## src/rtl/ctl_shot.sv

```systemverilog
// Shot controller: edge-detected trigger, snapshot hit test, ammo accounting and frame-paced cooldown.
// Optional macro CTL_SHOT_INF_AMMO_EN: ammunition is never consumed and COOLDOWN always re-arms.
module ctl_shot #(
  parameter int DUCK_W          = 64,
  parameter int DUCK_H          = 64,
  parameter int SHOTS           = 3,
  parameter int COOLDOWN_FRAMES = 10
) (
  input  logic        clk,
  input  logic        rst,
  input  logic        new_frame,
  input  logic        round_start,
  input  logic        mouse_left,
  input  logic [11:0] mouse_x,
  input  logic [11:0] mouse_y,
  input  logic [10:0] duck_x,
  input  logic [10:0] duck_y,
  input  logic        duck_show,
  output logic        shot_fired,
  output logic        duck_hit,
  output logic        shot_miss,
  output logic [1:0]  shots_left,
  output logic [3:0]  hit_cnt,
  output logic        out_of_ammo
);

  typedef enum logic [2:0] {
    S_EMPTY, S_ARMED, S_EVAL, S_HIT_HOLD, S_COOLDOWN
  } state_e;

  localparam logic [12:0] W13  = 13'(DUCK_W);
  localparam logic [12:0] H13  = 13'(DUCK_H);
  localparam logic [5:0]  CD6  = 6'(COOLDOWN_FRAMES);
  localparam logic [1:0]  AMMO = 2'(SHOTS);

  state_e      state_q, state_d;
  logic        mouse_left_q;
  logic [11:0] mx_q, mx_d, my_q, my_d;
  logic [10:0] dx_q, dx_d, dy_q, dy_d;
  logic        show_q, show_d;
  logic [5:0]  cnt_q, cnt_d;
  logic [1:0]  shots_q, shots_d;
  logic [3:0]  hit_cnt_q, hit_cnt_d;
  logic        duck_hit_q, duck_hit_d;
  logic        fired_q, fired_d;
  logic        miss_q, miss_d;
  logic        ooa_q;
  logic        click;
  logic        hit;

  assign click = mouse_left & ~mouse_left_q;

  // 13-bit compare so dx + DUCK_W cannot wrap near the right/bottom edge.
  assign hit = show_q
            && ({1'b0, mx_q} >= {2'b0, dx_q}) && ({1'b0, mx_q} < ({2'b0, dx_q} + W13))
            && ({1'b0, my_q} >= {2'b0, dy_q}) && ({1'b0, my_q} < ({2'b0, dy_q} + H13));

  always_comb begin
    state_d    = state_q;
    mx_d       = mx_q;
    my_d       = my_q;
    dx_d       = dx_q;
    dy_d       = dy_q;
    show_d     = show_q;
    cnt_d      = cnt_q;
    shots_d    = shots_q;
    hit_cnt_d  = hit_cnt_q;
    duck_hit_d = duck_hit_q;
    fired_d    = 1'b0;
    miss_d     = 1'b0;
    if (round_start) begin
      state_d    = S_ARMED;
      shots_d    = AMMO;
      duck_hit_d = 1'b0;
      cnt_d      = '0;
    end else begin
      case (state_q)
        S_ARMED: begin
          if (click) begin
            mx_d    = mouse_x;
            my_d    = mouse_y;
            dx_d    = duck_x;
            dy_d    = duck_y;
            show_d  = duck_show;
`ifndef CTL_SHOT_INF_AMMO_EN
            shots_d = shots_q - 2'd1;
`endif
            fired_d = 1'b1;
            state_d = S_EVAL;
          end
        end
        S_EVAL: begin
          if (hit) begin
            duck_hit_d = 1'b1;
            if (hit_cnt_q != 4'hF) hit_cnt_d = hit_cnt_q + 4'd1;
            state_d = S_HIT_HOLD;
          end else begin
            miss_d  = 1'b1;
            cnt_d   = '0;
            state_d = S_COOLDOWN;
          end
        end
        S_COOLDOWN: begin
          if (new_frame) begin
            cnt_d = cnt_q + 6'd1;
            if (cnt_d == CD6) begin
`ifdef CTL_SHOT_INF_AMMO_EN
              state_d = S_ARMED;
`else
              state_d = (shots_q != 2'd0) ? S_ARMED : S_EMPTY;
`endif
            end
          end
        end
        default: ;
      endcase
    end
  end

  always_ff @(posedge clk) begin
    if (rst) begin
      state_q      <= S_EMPTY;
      mouse_left_q <= 1'b0;
      mx_q         <= '0;
      my_q         <= '0;
      dx_q         <= '0;
      dy_q         <= '0;
      show_q       <= 1'b0;
      cnt_q        <= '0;
      shots_q      <= '0;
      hit_cnt_q    <= '0;
      duck_hit_q   <= 1'b0;
      fired_q      <= 1'b0;
      miss_q       <= 1'b0;
      ooa_q        <= 1'b1;
    end else begin
      state_q      <= state_d;
      mouse_left_q <= mouse_left;
      mx_q         <= mx_d;
      my_q         <= my_d;
      dx_q         <= dx_d;
      dy_q         <= dy_d;
      show_q       <= show_d;
      cnt_q        <= cnt_d;
      shots_q      <= shots_d;
      hit_cnt_q    <= hit_cnt_d;
      duck_hit_q   <= duck_hit_d;
      fired_q      <= fired_d;
      miss_q       <= miss_d;
      ooa_q        <= (state_d == S_EMPTY);
    end
  end

  assign shot_fired  = fired_q;
  assign duck_hit    = duck_hit_q;
  assign shot_miss   = miss_q;
  assign shots_left  = shots_q;
  assign hit_cnt     = hit_cnt_q;
  assign out_of_ammo = ooa_q;

endmodule

```

## config.mk

```make
export PLATFORM = sky130hd
export DESIGN_NAME = ctl_shot
export DESIGN_NICKNAME = d
export VERILOG_FILES = /design/src/rtl/ctl_shot.sv
export SDC_FILE = /design/constraint.sdc
export NUM_CORES = 1
export LEC_CHECK = 0
export CORE_UTILIZATION = 32
export CTS_CLUSTER_SIZE = 10
export DETAILED_ROUTE_END_ITERATION = 6
export PLACE_DENSITY = 0.6
export SKIP_LAST_GASP = 1
export SLEW_MARGIN = 20
export SYNTH_ARGS = -nofsm -noshare
export SYNTH_HDL_FRONTEND = slang
export SYNTH_SLANG_ARGS = --single-unit
export TNS_END_PERCENT = 1
```

## constraint.sdc

```tcl
create_clock -name clk -period 2.5 [get_ports clk]
set_clock_uncertainty 0.2 [all_clocks]
set_input_delay 0.625 -clock clk [delete_from_list [all_inputs] [get_ports clk]]
set_output_delay 0.625 -clock clk [all_outputs]
set_load 0.01 [all_outputs]
```

==> metrics.md, run 1 <==
| Metric | Value |
|---|---|
| Failing checks | `setup timing` |
| Largest net degree at the start of global routing | `49` |
| CP Cell Sequence | `ha_1, nand3_1, xnor2_1, ha_1, nand4_1, o211ai_1, a221oi_4, o2111ai_4, nor3_4, a21oi_1, a31o_1` |
| Worst flop-to-flop path startpoint | `dx_q[6]` |
| CP Data Arrival Time | `2740 ps` |
| Root Buffer | `clkbuf_16` |
| All-Layer GR Usage | `0.161` |
| R2r setup slk | `-220 ps` |
| Cell area after layout | `5030 µm²` |
| Mapped Area | `3640 µm²` |
| Fin. Hold Viols | `0` |
| Post-synth EDFFs | `0` |
| Die ar. | `11800 µm²` |
| Fmax | `367 MHz` |
| Max VDD drop | `0.267 mV` |
| Kind of end point of the critical path | `flip-flop` |
| Die width | `109 µm` |
| Clk Latency, worst-skew pair | `330 ps` |
| 1st-iter DRT viols | `93` |
| Primary FF master, synth | `dfxtp_1` |
| Dpl hpwl | `6.50 mm` |
| Diode count | `0` |
| Syn avg cell area | `8.01 µm²` |
| Initial antenna violation count | `0` |
| Row cnt | `38` |
| Asr flop ratio synth | `0` |
| First-pass GRT wire length | `14.9 mm` |
| Routability cong. | `0.845` |
| Vias | `3351` |
| DIE HEIGHT | `109 µm` |
| Most frequent cells in the layout | `nand2_1, a21oi_1, dfxtp_1` |
| Peak fanout along the critical path | `6` |
| Dpl ws | `-231 ps` |
| Tmin final | `2720 ps` |
| Total negative setup slack | `-2000 ps` |
| Reg-to-Reg End | `hit_cnt[2]` |
| Part of the cycle the worst path needs | `1.09` |
| Syn nets | `546` |
| Rel. slew slack | `0.685` |
| PD cells | `558 nW/µm²` |
| CTS tree | `yes` |
| Final nets | `632` |
| Clock-pin slew on the worst setup and hold paths | `50 ps` |
| RSZ-0062 raised after global routing | `yes` |
| Setup WS post-layout | `-223 ps` |
| Drc violations | `0` |
| Hold WC Path Type | `reg2reg` |
| Crit-path slowest cell | `dfxtp_2` |
| Area after DPL | `4700 µm²` |
| Via density per instance | `4.89` |
| Final Routed Wirelength | `8.67 mm` |
| Max-cap violations | `0` |
| Synth Warn # | `0` |
| Initial core utilization | `0.333` |
| Share of cells above drive strength 1 | `0.136` |
| Setup crit start | `dx_q[6]` |
| Area grow syn2layout | `38.2%` |
| DRT antenna net count | `0` |
| H-tree lvl count | `3` |
| Final Max Tran Viols | `0` |
| Most common cell after layout, fill and taps aside | `nand2_1` |
| Core ar. | `10900 µm²` |
| Total grt overflow | `0` |
| Worst Tran Pin Value | `471 ps` |
| CP Data Required Time | `2520 ps` |
| Cells after synthesis | `454` |
| Fin util | `0.460` |
| Path depth of the worst reg2reg path | `11` |
| Number of buffers created by CTS | `9` |
| Hold bufs inserted after CTS | `0` |
| Crit-path max cell delay | `360 ps` |
| # setup viols final | `16` |
| Drt wl/cell | `12.7 µm` |
| Vias in the first global route | `3326` |
| P_leak | `1.90 nW` |
| Status | `finished, violations left` |
| Synth unique cells | `51` |
| Crit Path Category | `reg2reg` |
| Clk buf depth | `2` |
| CP startpoint kind | `flip-flop` |
| Crit path to | `hit_cnt[2]` |
| DR pass1 iterations | `4` |
| Post-CTS Setup Inserts | `0` |
| Post-CTS Resized | `0` |
| Port bufs | `61` |
| IO Count | `62` |
| Synth Register Bits | `67` |
| Clk sink count | `67` |
| Most common cell on crit path | `ha_1` |
| Sequential-to-total area share from yosys stat | `0.369` |
## critical path, delay by kind of cell, from the launching register on
family	cells	cell delay (ps)
XOR/XNOR	1	140
AO/OA/AOI/OAI	5	910
flip-flops	1	360
AND/OR/NAND/NOR	3	520
adder cells (fa/ha/maj)	2	480
## synthesized netlist by cell type (4+ instances only)
cell / count / area share
nand2_1: 107 / 0.11
dfxtp_1: 67 / 0.37
a21oi_1: 63 / 0.087
ha_1: 40 / 0.14
inv_1: 32 / 0.033
nor2_1: 21 / 0.022
clkbuf_1: 14 / 0.014
nand3_1: 12 / 0.017
o21ai_0: 11 / 0.015
xnor2_1: 8 / 0.019
o211ai_1: 6 / 0.012
a21o_1: 5 / 0.010
buf_2: 5 / 0.0069
nor2b_1: 5 / 0.0086
a31oi_1: 4 / 0.0069
nand4_1: 4 / 0.0069
nor3_1: 4 / 0.0055
nor4_1: 4 / 0.0069
## report_power, final
group	total (mW)	internal, mW	switching, mW
clock	1.37	0.926	0.448
sequential	1.11	1.09	0.0203
combinational	0.319	0.180	0.140
total	2.80	2.20	0.608
## worst min path at each step
stage                     endpoint      from  slack, ps  depth (start not counted)
after floorplan           dx_q[10]  dx_q[10]        240                          2
after global placement     dy_q[5]   dy_q[5]        250                          2
after detailed placement   dy_q[5]   dy_q[5]        250                          2
after CTS                  dy_q[5]   dy_q[5]        250                          2
after global routing       mx_q[3]   mx_q[3]        280                          2
final                      dy_q[5]   dy_q[5]        250                          2
## flip-flops by register name, summed over array words and instances (netlist names)
signal and cells:
state_q 3, hit_cnt 4, dy_q 11, my_q 12, out_of_ammo 1, duck_hit 1
shot_fired 1, mx_q 12, dx_q 11, cnt_q 6, shot_miss 1, shots_left 2
mouse_left_q 1, show_q 1
## kinds of logic after synthesis
| group | share of synthesized area |
|---|---|
| AOI/OAI and AO/OA | 0.196 |
| xor gates and xnor gates | 0.0193 |
| adders and majority gates | 0.138 |
| buffers and inverters | 0.0544 |
| DFF | 0.369 |
| muxes | 0.00275 |
| and+or+nand+nor | 0.222 |
## through the flow
step	hold WS, ps	power [mW]	instances
after global placement	248	1.45	669
final	254	2.80	685
after detailed placement	248	1.46	669
after CTS	255	2.85	685
after global routing	278	2.94	685
after floorplan	236	1.29	454
## area by class of cell
type	instances	area, µm²
fill	1088	5910
sequential	67	1350
tap	140	175
timing repair buffer	94	891
clock buffer	12	256
clock inverter	4	71.3
inverter	32	120
multi-input combinational	336	2160
## per-layer routing
| layer | up-vias | track usage | wire, µm |
|---|---|---|---|
| met4 | 0 | 0.0405 | 46 |
| met2 | 63 | 0.288 | 4400 |
| met1 | 1551 | 0.186 | 3820 |
| met3 | 4 | 0.0484 | 402 |
| met5 | - | 0 | 0 |
| li1 | 1733 | - | - |
No activity file was read; power rests on OpenSTA's default activity.
==> inputs of run 2 (changes only) <==
- CORE_MARGIN: not set -> 2
- CTS_CLUSTER_DIAMETER: not set -> 120
==> metrics.md, run 2 (synthesized netlist as in run 1, its figures left out) <==
| Metric | Value |
|---|---|
| Status | `finished, violations left` |
| Failing checks | `setup timing` |
| Largest net degree at the start of global routing | `49` |
| Die ar. | `12200 µm²` |
| Row cnt | `38` |
| DRT antenna net count | `0` |
| Tmin final | `2730 ps` |
| All-Layer GR Usage | `0.152` |
| Dpl hpwl | `6.63 mm` |
| Clock-pin slew on the worst setup and hold paths | `60 ps` |
| Share of cells above drive strength 1 | `0.137` |
| Total grt overflow | `0` |
| Max-cap violations | `0` |
| Most common cell after layout, fill and taps aside | `nand2_1` |
| IO Count | `62` |
| Setup WS post-layout | `-230 ps` |
| Port bufs | `61` |
| CTS tree | `yes` |
| 1st-iter DRT viols | `133` |
| Number of buffers created by CTS | `9` |
| Vias in the first global route | `3253` |
| Final nets | `633` |
| Hold bufs inserted after CTS | `0` |
| Routability cong. | `0.850` |
| Initial antenna violation count | `0` |
| Clk buf depth | `2` |
| Worst Tran Pin Value | `472 ps` |
| Vias | `3290` |
| CP Cell Sequence | `nand3_2, or3_4, ha_4, nand4_1, nor4b_2, o31ai_4, o2111ai_4, nor2_4, a21o_1, a221oi_2` |
| Clk sink count | `67` |
| Hold WC Path Type | `reg2reg` |
| Die width | `111 µm` |
| Peak fanout along the critical path | `7` |
| Part of the cycle the worst path needs | `1.09` |
| Initial core utilization | `0.331` |
| PD cells | `517 nW/µm²` |
| Most frequent cells in the layout | `nand2_1, a21oi_1, dfxtp_1` |
| Via density per instance | `4.80` |
| Fin util | `0.452` |
| Drt wl/cell | `13.1 µm` |
| CP bufs+invs | `0` |
| DR pass1 iterations | `4` |
| Clk Latency, worst-skew pair | `330 ps` |
| Fin. Hold Viols | `0` |
| CP startpoint kind | `flip-flop` |
| Rel. slew slack | `0.685` |
| Area grow syn2layout | `36.6%` |
| # setup viols final | `16` |
| RSZ-0062 raised after global routing | `yes` |
| Kind of end point of the critical path | `flip-flop` |
| Top Registers | `mx_q x12, my_q x12` |
| Crit-path max cell delay | `390 ps` |
| DIE HEIGHT | `111 µm` |
| Max VDD drop | `0.279 mV` |
| Fmax | `366 MHz` |
| Root Buffer | `clkbuf_16` |
| H-tree lvl count | `3` |
| Non-filler instance count after layout | `686` |
| Top delay family on crit path | `simple AND/OR/NAND/NOR gates` |
| Final Routed Wirelength | `8.97 mm` |
| Dpl ws | `-259 ps` |
| Crit Path Category | `reg2reg` |
| Crit-path slowest cell | `nor4b_2` |
| CP Data Required Time | `2540 ps` |
| First-pass GRT wire length | `15.4 mm` |
| Drc violations | `0` |
| Placed insts | `670` |
| Fill count | `1073` |
| Pwr Total | `2.57 mW` |
| Final Max Tran Viols | `0` |
| CP Data Arrival Time | `2770 ps` |
| P_leak | `1.87 nW` |
| Diode count | `0` |
| Core ar. | `11000 µm²` |
[run 2: final timing paths]
check                 from           to  slack (ps)  cells past startpoint
setup / recovery   dx_q[8]  out_of_ammo        -230                     10
hold / removal    dx_q[10]     dx_q[10]         260                      2
setup reg to reg   dx_q[8]  out_of_ammo        -230                     10
hold reg to reg   dx_q[10]     dx_q[10]         260                      2
[run 2: area by class of cell]
cell class	count	area (µm²)	area share
multi-input combinational	336	2170	0.437
sequential	67	1350	0.272
timing repair buffer	95	886	0.178
clock buffer	13	250	0.0504
tap	140	175	0.0353
inverter	32	120	0.0242
clock inverter	3	15.0	0.00302
[run 2: per-stage QoR]
stage          hold WS [ps]  area (µm²)  setup TNS [ps]
6_report                256        4970           -2580
3_5_place_dp            251        4690           -6680
4_1_cts                 258        4970           -2880
2_1_floorplan           236        3700            -106
5_1_grt                 275        4970           -5570
3_3_place_gp            246        4690           -4610
[run 2: report_power, final]
group / switching [mW] / internal [mW]
sequential: 0.0209 / 1.09
clock: 0.443 / 0.693
combinational: 0.143 / 0.178
total: 0.606 / 1.96
[run 2: layer usage]
metal	track usage	routed length, µm
met5	0	0
met1	0.204	4520
met2	0.240	4010
met4	0.0600	124
met3	0.0296	312
[run 2: what timing repair did]
action / CTS / global route
setup buffers: 0 / 0
endpoints found under the setup margin: 16 / 22
resized for setup: 2 / 0
hold endpoints to repair: 0 / 0
pin swaps: 4 / 0
cloned: 0 / 0
[run 2: worst register-to-register path, stage by stage, from the launching register on]
cell and delay [ps]:
dfxtp_2 370, nand3_2 100, or3_4 350, ha_4 270, nand4_1 140, nor4b_2 390
o31ai_4 130, o2111ai_4 160, nor2_4 120, a21o_1 190, a221oi_2 210
==> inputs of run 3 (changes only) <==
- RECOVER_POWER: not set -> 50
==> metrics.md, run 3 (synthesized netlist as in run 1, its figures left out) <==
| Metric | Value |
|---|---|
| Status | `finished, violations left` |
| Failing checks | `setup timing` |
| Rel. slew slack | `0.685` |
| # setup viols final | `16` |
| Crit-path max cell delay | `390 ps` |
| Routability cong. | `0.850` |
| CP Data Arrival Time | `2770 ps` |
| Most frequent cells in the layout | `nand2_1, a21oi_1, dfxtp_1` |
| Crit Path Category | `reg2reg` |
| DR pass1 iterations | `4` |
| Port bufs | `61` |
| Number of buffers created by CTS | `9` |
| Fin util | `0.452` |
| Area grow syn2layout | `36.5%` |
| P_leak | `1.90 nW` |
| Clk sink count | `67` |
| Most common cell after layout, fill and taps aside | `nand2_1` |
| Row cnt | `38` |
| Part of the cycle the worst path needs | `1.09` |
| First-pass GRT wire length | `15.4 mm` |
| Pwr Total | `2.57 mW` |
| RSZ-0062 raised after global routing | `yes` |
| Peak fanout along the critical path | `7` |
| Total grt overflow | `0` |
| Die ar. | `12200 µm²` |
| Total negative setup slack | `-2580 ps` |
| Final nets | `633` |
| Top Registers | `mx_q x12, my_q x12` |
| Drc violations | `0` |
| CP Cell Sequence | `nand3_2, or3_4, ha_4, nand4_1, nor4b_2, o31ai_4, o2111ai_4, nor2_4, a21o_1, a221oi_2` |
| DRT antenna net count | `0` |
| Clk buf depth | `2` |
| DIE HEIGHT | `111 µm` |
| Max VDD drop | `0.279 mV` |
| H-tree lvl count | `3` |
| Hold bufs inserted after CTS | `0` |
| Fill count | `1072` |
| Core ar. | `11000 µm²` |
| Final Max Tran Viols | `0` |
| Top delay family on crit path | `simple AND/OR/NAND/NOR gates` |
| Setup WS post-layout | `-230 ps` |
| Drt wl/cell | `13.1 µm` |
| Clock-pin slew on the worst setup and hold paths | `60 ps` |
| Die width | `111 µm` |
| Kind of end point of the critical path | `flip-flop` |
| Worst hold slack | `256 ps` |
| Crit-path slowest cell | `nor4b_2` |
| Worst Tran Pin Value | `472 ps` |
| Cell area after layout | `4960 µm²` |
| Via density per instance | `4.79` |
| CTS tree | `yes` |
| All-Layer GR Usage | `0.152` |
| Fmax | `366 MHz` |
| Fin. Hold Viols | `0` |
| CP Data Required Time | `2540 ps` |
| Area after DPL | `4690 µm²` |
| Tmin final | `2730 ps` |
| PD cells | `517 nW/µm²` |
| Largest net degree at the start of global routing | `49` |
| Vias | `3288` |
| Vias in the first global route | `3253` |
| Root Buffer | `clkbuf_16` |
| Diode count | `0` |
| Dpl hpwl | `6.63 mm` |
| Initial core utilization | `0.331` |
| CP bufs+invs | `0` |
| Initial antenna violation count | `0` |
| IO Count | `62` |
| Max-cap violations | `0` |
| Share of cells above drive strength 1 | `0.136` |
| Hold WC Path Type | `reg2reg` |
| Final Routed Wirelength | `8.97 mm` |
| 1st-iter DRT viols | `130` |
| Clk Latency, worst-skew pair | `330 ps` |
| CP startpoint kind | `flip-flop` |
## run 3: layer usage
layer / track usage / vias up / wire length (µm)
li1: - / 1730 / -
met1: 0.204 / 1490 / 4530
met2: 0.240 / 59 / 4010
met3: 0.0296 / 9 / 311
met4: 0.0600 / 0 / 124
met5: 0 / - / 0
## run 3: path summary, 6_finish.rpt
kind / start / end / slack [ps] / cells after the start
max: dx_q[8] / out_of_ammo / -230 / 10
min: dx_q[10] / dx_q[10] / 260 / 2
max reg2reg: dx_q[8] / out_of_ammo / -230 / 10
min reg2reg: dx_q[10] / dx_q[10] / 260 / 2
## run 3: layout make-up
type                            instances  area, µm²  area share
Inverter                               32        120      0.0242
Sequential cell                        67       1350       0.272
Tap cell                              140        175      0.0353
Timing Repair Buffer                   95        882       0.178
Clock buffer                           13        250      0.0504
Multi-Input combinational cell        336       2170       0.437
Clock inverter                          3       15.0     0.00302
## run 3: tightest hold or removal path, delay by kind of cell (launching register included)
| kind | cells | cell delay, ps |
|---|---|---|
| flops | 1 | 310 |
| simple gates | 1 | 50 |
| compound gates | 1 | 50 |
## run 3: where the power goes
part	leakage (nW)	switching, mW	internal, mW
sequential	0.546	0.0207	1.09
clock	0.133	0.443	0.693
combinational	1.22	0.143	0.176
total	1.90	0.606	1.96
## run 3: timing repair
action                     in CTS  in global routing
setup endpoints to repair      16                 22
setup buffers                   0                  0
resized for setup               2                  0
pin swaps                       4                  0
## run 3: through the flow
stage	worst slack, ps	cells
final	-230	686
after global routing	-432	686
after CTS	-252	686
after detailed placement	-259	670
after global placement	-148	670
after floorplan	-36.4	454
